===== config.mk =====
export PLATFORM = sky130hd
export DESIGN_NAME = pcie_egress_tlp_sender_flat
export DESIGN_NICKNAME = d
export VERILOG_FILES = /design/src/rtl/pcie_egress_tlp_sender_if.sv /design/src/rtl/pcie_egress_tlp_sender.sv /design/src/flat_wrapper.sv
export SDC_FILE = /design/constraint.sdc
export NUM_CORES = 1
export LEC_CHECK = 0
export ABC_CLOCK_PERIOD_IN_PS = 4100
export CAP_MARGIN = 20
export CORE_MARGIN = 2
export CORE_UTILIZATION = 30
export CTS_CLUSTER_DIAMETER = 150
export DETAILED_ROUTE_END_ITERATION = 16
export SLEW_MARGIN = 20
export SYNTH_ARGS = -nofsm -noshare
export SYNTH_HDL_FRONTEND = slang
export SYNTH_SLANG_ARGS = --single-unit

===== constraint.sdc =====
create_clock -name clk -period 4.1 [get_ports clk]
set_input_delay 0.41 -clock clk [delete_from_list [all_inputs] [get_ports clk]]
set_output_delay 0.41 -clock clk [all_outputs]
set_load 0.02 [all_outputs]

===== src/rtl/pcie_egress_tlp_sender_if.sv =====
// Signal bundle between the egress TLP sender, its control/ppfifo requester and the PCIe TX stream.
// The master modport is the sender side; the slave modport is the environment around it.
interface pcie_egress_tlp_sender_if;
  logic        i_enable;
  logic        o_finished;
  logic [7:0]  i_tlp_command;
  logic [13:0] i_tlp_flags;
  logic [31:0] i_tlp_address;
  logic [15:0] i_tlp_requester_id;
  logic [7:0]  i_tlp_tag;
  logic        i_pcie_fc_ready;
  logic        i_fifo_rdy;
  logic        o_fifo_act;
  logic [23:0] i_fifo_size;
  logic        o_fifo_stb;
  logic [31:0] i_fifo_data;
  logic [31:0] o_axi_tdata;
  logic [3:0]  o_axi_tkeep;
  logic        o_axi_tvalid;
  logic        i_axi_tready;
  logic        o_axi_tlast;
  logic        o_overflow;
  logic        o_busy;

  modport master (
    input  i_enable, i_tlp_command, i_tlp_flags, i_tlp_address, i_tlp_requester_id,
           i_tlp_tag, i_pcie_fc_ready, i_fifo_rdy, i_fifo_size, i_fifo_data, i_axi_tready,
    output o_finished, o_fifo_act, o_fifo_stb, o_axi_tdata, o_axi_tkeep, o_axi_tvalid,
           o_axi_tlast, o_overflow, o_busy
  );

  modport slave (
    output i_enable, i_tlp_command, i_tlp_flags, i_tlp_address, i_tlp_requester_id,
           i_tlp_tag, i_pcie_fc_ready, i_fifo_rdy, i_fifo_size, i_fifo_data, i_axi_tready,
    input  o_finished, o_fifo_act, o_fifo_stb, o_axi_tdata, o_axi_tkeep, o_axi_tvalid,
           o_axi_tlast, o_overflow, o_busy
  );
endinterface


===== src/rtl/pcie_egress_tlp_sender.sv =====
// Egress TLP sender: claims a ppfifo read buffer, emits a 3DW header and the payload on AXI-stream.
// Optional macro PCIE_EGRESS_BYTE_SWAP_EN byte-swaps payload beats (header DWs untouched).
module pcie_egress_tlp_sender #(
  parameter int MAX_PAYLOAD_DW = 128
) (
  input  logic                    clk,
  input  logic                    rst,
  pcie_egress_tlp_sender_if.master bus
);

  localparam int DATA_W = 32;

  typedef enum logic [2:0] {
    S_IDLE,
    S_WAIT_FC,
    S_HDR0,
    S_HDR1,
    S_HDR2,
    S_DATA,
    S_DRAIN,
    S_DONE
  } state_t;

  state_t state, state_nxt;

  logic [7:0]        cmd_q;
  logic [13:0]       flags_q;
  logic [31:0]       addr_q;
  logic [15:0]       req_id_q;
  logic [7:0]        tag_q;
  logic [9:0]        len_q;
  logic [23:0]       size_q;
  logic [9:0]        cnt_q;
  logic [23:0]       drain_q;
  logic              finished_q;
  logic              overflow_q;

  logic              tvalid;
  logic              tlast;
  logic              stb;
  logic [DATA_W-1:0] tdata;
  logic              start;
  logic              beat_last;
  logic [DATA_W-1:0] dw0, dw1, dw2;

  function automatic logic [9:0] clamp_len(input logic [23:0] sz);
    if (sz > 24'(MAX_PAYLOAD_DW)) return 10'(MAX_PAYLOAD_DW);
    return sz[9:0];
  endfunction

  function automatic logic [DATA_W-1:0] payload_fmt(input logic [DATA_W-1:0] d);
`ifdef PCIE_EGRESS_BYTE_SWAP_EN
    return {d[7:0], d[15:8], d[23:16], d[31:24]};
`else
    return d;
`endif
  endfunction

  assign start     = bus.i_enable && bus.i_fifo_rdy;
  assign beat_last = (cnt_q == (len_q - 10'd1));

  assign dw0 = {cmd_q, flags_q, len_q};
  assign dw1 = {req_id_q, tag_q, (len_q == 10'd1) ? 4'h0 : 4'hF, 4'hF};
  assign dw2 = addr_q & 32'hFFFF_FFFC;

  // Request fields are captured once, on leaving IDLE, and held for the whole TLP
  always_ff @(posedge clk) begin
    if (state == S_IDLE && start) begin
      cmd_q    <= bus.i_tlp_command;
      flags_q  <= bus.i_tlp_flags;
      addr_q   <= bus.i_tlp_address;
      req_id_q <= bus.i_tlp_requester_id;
      tag_q    <= bus.i_tlp_tag;
      size_q   <= bus.i_fifo_size;
      len_q    <= clamp_len(bus.i_fifo_size);
    end
  end

  always_ff @(posedge clk) begin
    if (rst) begin
      state      <= S_IDLE;
      finished_q <= 1'b0;
      overflow_q <= 1'b0;
      cnt_q      <= '0;
      drain_q    <= '0;
    end else begin
      state      <= state_nxt;
      finished_q <= (state_nxt == S_DONE) && (state != S_DONE);
      overflow_q <= (state == S_IDLE) && (state_nxt == S_WAIT_FC) &&
                    (bus.i_fifo_size > 24'(MAX_PAYLOAD_DW));
      if (state == S_IDLE)
        cnt_q <= '0;
      else if (state == S_DATA && bus.i_axi_tready)
        cnt_q <= cnt_q + 10'd1;
      // Words beyond the truncated length still have to be popped to free the buffer
      if (state == S_DATA && bus.i_axi_tready && beat_last)
        drain_q <= size_q - {14'd0, len_q};
      else if (state == S_DRAIN && drain_q != '0)
        drain_q <= drain_q - 24'd1;
    end
  end

  always_comb begin
    state_nxt = state;
    tvalid    = 1'b0;
    tlast     = 1'b0;
    stb       = 1'b0;
    tdata     = '0;
    case (state)
      S_IDLE: begin
        if (start) state_nxt = S_WAIT_FC;
      end
      S_WAIT_FC: begin
        if (size_q == '0)             state_nxt = S_DONE;
        else if (bus.i_pcie_fc_ready) state_nxt = S_HDR0;
      end
      S_HDR0: begin
        tvalid = 1'b1;
        tdata  = dw0;
        if (bus.i_axi_tready) state_nxt = S_HDR1;
      end
      S_HDR1: begin
        tvalid = 1'b1;
        tdata  = dw1;
        if (bus.i_axi_tready) state_nxt = S_HDR2;
      end
      S_HDR2: begin
        tvalid = 1'b1;
        tdata  = dw2;
        if (bus.i_axi_tready) state_nxt = S_DATA;
      end
      S_DATA: begin
        tvalid = 1'b1;
        tdata  = payload_fmt(bus.i_fifo_data);
        tlast  = beat_last;
        stb    = bus.i_axi_tready;
        if (bus.i_axi_tready && beat_last) state_nxt = S_DRAIN;
      end
      S_DRAIN: begin
        if (drain_q == '0) state_nxt = S_DONE;
        else               stb = 1'b1;
      end
      S_DONE: begin
        if (!bus.i_enable) state_nxt = S_IDLE;
      end
      default: state_nxt = S_IDLE;
    endcase
  end

  assign bus.o_axi_tdata  = tdata;
  assign bus.o_axi_tvalid = tvalid;
  assign bus.o_axi_tlast  = tlast;
  assign bus.o_axi_tkeep  = 4'hF;
  assign bus.o_fifo_stb   = stb;
  assign bus.o_fifo_act   = (state != S_IDLE) && (state != S_DONE);
  assign bus.o_busy       = (state != S_IDLE);
  assign bus.o_finished   = finished_q;
  assign bus.o_overflow   = overflow_q;

endmodule


===== src/flat_wrapper.sv =====
// flat-port wrapper written by rule: the top's interface ports become plain ports
module pcie_egress_tlp_sender_flat 
#(
  parameter int MAX_PAYLOAD_DW = 128
)
  (clk, rst, bus_i_enable, bus_i_tlp_command, bus_i_tlp_flags, bus_i_tlp_address, bus_i_tlp_requester_id, bus_i_tlp_tag, bus_i_pcie_fc_ready, bus_i_fifo_rdy, bus_i_fifo_size, bus_i_fifo_data, bus_i_axi_tready, bus_o_finished, bus_o_fifo_act, bus_o_fifo_stb, bus_o_axi_tdata, bus_o_axi_tkeep, bus_o_axi_tvalid, bus_o_axi_tlast, bus_o_overflow, bus_o_busy);
  pcie_egress_tlp_sender_if bus_i ();
  input  logic clk;
  input  logic rst;
  input wire logic [$bits(bus_i.i_enable)-1:0] bus_i_enable;
  input wire logic [$bits(bus_i.i_tlp_command)-1:0] bus_i_tlp_command;
  input wire logic [$bits(bus_i.i_tlp_flags)-1:0] bus_i_tlp_flags;
  input wire logic [$bits(bus_i.i_tlp_address)-1:0] bus_i_tlp_address;
  input wire logic [$bits(bus_i.i_tlp_requester_id)-1:0] bus_i_tlp_requester_id;
  input wire logic [$bits(bus_i.i_tlp_tag)-1:0] bus_i_tlp_tag;
  input wire logic [$bits(bus_i.i_pcie_fc_ready)-1:0] bus_i_pcie_fc_ready;
  input wire logic [$bits(bus_i.i_fifo_rdy)-1:0] bus_i_fifo_rdy;
  input wire logic [$bits(bus_i.i_fifo_size)-1:0] bus_i_fifo_size;
  input wire logic [$bits(bus_i.i_fifo_data)-1:0] bus_i_fifo_data;
  input wire logic [$bits(bus_i.i_axi_tready)-1:0] bus_i_axi_tready;
  output wire logic [$bits(bus_i.o_finished)-1:0] bus_o_finished;
  output wire logic [$bits(bus_i.o_fifo_act)-1:0] bus_o_fifo_act;
  output wire logic [$bits(bus_i.o_fifo_stb)-1:0] bus_o_fifo_stb;
  output wire logic [$bits(bus_i.o_axi_tdata)-1:0] bus_o_axi_tdata;
  output wire logic [$bits(bus_i.o_axi_tkeep)-1:0] bus_o_axi_tkeep;
  output wire logic [$bits(bus_i.o_axi_tvalid)-1:0] bus_o_axi_tvalid;
  output wire logic [$bits(bus_i.o_axi_tlast)-1:0] bus_o_axi_tlast;
  output wire logic [$bits(bus_i.o_overflow)-1:0] bus_o_overflow;
  output wire logic [$bits(bus_i.o_busy)-1:0] bus_o_busy;
  assign bus_i.i_enable = bus_i_enable;
  assign bus_i.i_tlp_command = bus_i_tlp_command;
  assign bus_i.i_tlp_flags = bus_i_tlp_flags;
  assign bus_i.i_tlp_address = bus_i_tlp_address;
  assign bus_i.i_tlp_requester_id = bus_i_tlp_requester_id;
  assign bus_i.i_tlp_tag = bus_i_tlp_tag;
  assign bus_i.i_pcie_fc_ready = bus_i_pcie_fc_ready;
  assign bus_i.i_fifo_rdy = bus_i_fifo_rdy;
  assign bus_i.i_fifo_size = bus_i_fifo_size;
  assign bus_i.i_fifo_data = bus_i_fifo_data;
  assign bus_i.i_axi_tready = bus_i_axi_tready;
  assign bus_o_finished = bus_i.o_finished;
  assign bus_o_fifo_act = bus_i.o_fifo_act;
  assign bus_o_fifo_stb = bus_i.o_fifo_stb;
  assign bus_o_axi_tdata = bus_i.o_axi_tdata;
  assign bus_o_axi_tkeep = bus_i.o_axi_tkeep;
  assign bus_o_axi_tvalid = bus_i.o_axi_tvalid;
  assign bus_o_axi_tlast = bus_i.o_axi_tlast;
  assign bus_o_overflow = bus_i.o_overflow;
  assign bus_o_busy = bus_i.o_busy;
  pcie_egress_tlp_sender #(.MAX_PAYLOAD_DW(MAX_PAYLOAD_DW)) u_core (.clk(clk), .rst(rst), .bus(bus_i));
endmodule

==> results of run 1 <==
## stage by stage
step           total power [mW]  utilization [%]  setup slack [ns]  instances
6_report                   3.62             41.2             0.353       1201
5_1_grt                    3.75             41.2             0.132       1201
4_1_cts                    3.66             41.2             0.318       1201
3_5_place_dp               2.10             38.8             0.782       1169
3_3_place_gp               2.10             38.8             0.797       1169
2_1_floorplan              1.91                -             0.121        689
## worst max-delay path, delay by kind of cell, from the launching register on
| family | cells | cell delay (ns) |
|---|---|---|
| AND/OR/NAND/NOR | 4 | 1.34 |
| AO/OA/AOI/OAI | 2 | 0.43 |
| buffers and inverters | 1 | 0.65 |
| flip-flops | 1 | 0.51 |
## Yosys cell counts, drive strengths merged (5+ instances only)
cell type and n:
nor2b 11, a221oi 5, clkbuf 21, xnor2 30
dfxtp 39, o22ai 15, nand3 10, and2 10
a211oi 19, a21oi 15, nand2 45, xor2 16
a221o 5, a22oi 18, ha 15, o31a 5
a31oi 7, nor3 32, mux2 6, mux2i 35
o21ai 21, buf 17, o21a 7, edfxtp 110
and3 6, nor4 22, nand2b 8, or4 6
nor2 44, or3 15, inv 19, a21o 5
nand4 11
## registers in the layout (all words and copies together) (netlist names), 3 cells and up
signal	count
u_core.addr_q	30
u_core.drain_q	24
u_core.size_q	24
u_core.req_id_q	16
u_core.flags_q	14
u_core.cnt_q	10
u_core.len_q	10
u_core.cmd_q	8
u_core.tag_q	8
u_core.state	3
## layer usage
metal  track usage [%]  vias up  wire [um]  share of wire, %
li1                  -     2943          -                 -
met1              19.5     2740       9200                45
met2              23.8      156       9630                48
met3              4.55        7       1230               6.1
met4              4.82        0        181              0.89
met5                 0        -          0                 0
## worst max path at each step
stage                                   end  slack, ns
after CTS                   bus_o_axi_tlast       0.32
after detailed placement    bus_o_axi_tlast       0.78
final                       bus_o_axi_tlast       0.35
after floorplan           u_core.addr_q[10]       0.12
after global placement      bus_o_axi_tlast       0.80
after global routing        bus_o_axi_tlast       0.13
## power breakdown
group / internal [mW] / leakage, nW / switching, mW
sequential: 1.68 / 1.34 / 0.0328
combinational: 0.199 / 1.90 / 0.152
clock: 0.864 / 0.284 / 0.687
## cells by family (layout without fill, tap and decap cells)
family	after synthesis	count (layout)	share of synthesized area (%)
and+or+nand+nor	237	237	16.9
buffers and inverters	57	239	3.50
DFF	149	149	53.4
xor gates and xnor gates	46	46	5.26
muxes	41	41	5.51
other	2	6	0.0981
adders and majority gates	16	16	2.71
AOI/OAI and AO/OA	137	137	12.7
## area by class of cell
type,count,area [um2]
fillers,2429,14800
clock buffers,17,425
flip-flops and latches,149,4090
inverters,19,71.3
multi-input cells,483,3320
repair buffers,188,1860
well taps,330,413
clock inverters,15,159
==> summary.txt, run 1 <==
Clock network
  – Post-CTS Setup Bufs: 0
  – Root Driver: clkbuf_16
  – CTS buffer count: 17
  – Post-CTS Hold Buffers: 0
  – Clock transition at path regs: 0.06 ns
  – Clock Path Buffers: 2
  – Clock sinks: 149
  – Clock insertion delay at the later pin of the skew report: 0.43 ns
  – H-tree levels: 4
  – CTS tree: built
  – # resized after CTS: 0

Critical path
  – CP startpoint kind: register
  – Critical path type: reg -> out
  – Reg2reg path depth: 7
  – CP cell instances: or4_4 -> o21a_1 -> nor4_1 -> a2bb2oi_1 -> nand3_1 -> nor2_1 -> clkdlybuf4s50_1
  – Max incr delay on CP: 0.65 ns
  – Critical Path Sink Type: output port
  – CP arrival: 3.34 ns
  – Reg2Reg Setup Slack: 1.13 ns
  – Worst EP required: 3.69 ns
  – Max stage delay cell, worst path: clkdlybuf4s50_1
  – Crit path launch: u_core.len_q[3]
  – RR Endpoint: u_core.drain_q[19]
  – Max FO, Critical Path: 9
  – Crit Reg-Reg Startpoint: u_core.len_q[3]

Layout
  – P&R area growth vs syn: 35.1%
  – Antenna Cells: 0
  – Most frequent cells in the layout: 176 x clkdlybuf4s50_1, 110 x edfxtp_1, 45 x nand2_1
  – Final nets: 1014
  – Final instance area: 0.0103 mm2
  – Ratio of cells with drive above 1 in the final layout: 7.92%
  – Commonest non-fill, non-tap cell in the layout: clkdlybuf4s50_1

Drt
  – Vias/cell: 4.87
  – Routed length per instance: 16.9 um
  – Vias: 5846
  – DRT Pass-1 Iters: 5
  – Detail Route Antenna Nets: 0
  – DRC: 0
  – Initial drt markers: 321
  – WL final: 20.2 mm

STA
  – Slew @ Worst Pin: 0.857 ns
  – Number of setup violations in the final report: 0
  – Worst hold-check slack: 0.526 ns
  – Final worst path period need: 3.75 ns
  – Tcrit/Tclk final: 91.4%
  – Slew margin rel.: 42.6%
  – Clock Skews: 0.0134 ns
  – F_max: 0.267 GHz
  – Slew Viols, Final: 0
  – Endpoints failing hold: 0
  – RSZ-0062 raised after global routing: no
  – Setup TNS: 0 ns

Die
  – Site row count: 58
  – Core Box Area: 0.0251 mm2
  – Die W: 164 um
  – Initial Util: 30.5%
  – Die H: 164 um
  – Boundary Pins: 183
  – Total die area: 0.0268 mm2

Synth
  – Seq/Total Area, Yosys: 53.4%
  – #FFs+latches synth: 149
  – Synthesized area per cell: 11.2 um2
  – Yosys top cell area share: 43.2%
  – Main synth FF type: edfxtp_1
  – Netlist Area Pre-Place: 0.00765 mm2
  – Netlist cell types: 66
  – Leading area contributor after synthesis: edfxtp_1
  – Number of synthesized flops with an enable pin: 110
  – Synth Instances: 685
  – Main area contributors after synthesis: edfxtp_1 43%, dfxtp_1 10%, mux2i_1 4.6%
  – Ys async rst share: 0%
  – Yosys warns: 0

Worst hold path
  – Hold EP: u_core.cnt_q[1]
  – Hold Startpoint: u_core.cnt_q[1]
  – Hold Crit Class: reg -> reg
  – Hold depth: 2

Run status
  – Outcome: finished, final reports clean

Pwr
  – Lkg Pwr: 3.52 nW
  – Peak VDD IR: 0.276 mV
  – Pwr/cell area: 350 mW/mm2

Global route
  – Global-route wire length before repair: 30.8 mm
  – Antenna violations before repair: 0
  – Vias in the first global route: 5634
  – Congestion Overflow GR: 0
  – Largest net degree at the start of global routing: 111
  – Total Routing Usage GR: 15.0%

Run
  – Max Cap Violations: 0

Placement
  – I/O Buffers: 176
  – Hpwl dp: 14.9 mm
  – GP Congestion: 0.803
  – Placed cell area: 0.00975 mm2
No activity file was read; power rests on OpenSTA's default activity.
==> run 2, diff against run 1 <==
SLEW_MARGIN = unset   (was 20)
==> results of run 2 <==
The final DEF is identical to that of run 1; final timing and power are the same.
==> run 3, diff against run 2 <==
ABC_CLOCK_PERIOD_IN_PS = unset   (was 4100)
==> results of run 3 <==
The final DEF is identical to that of run 1; final timing and power are the same.
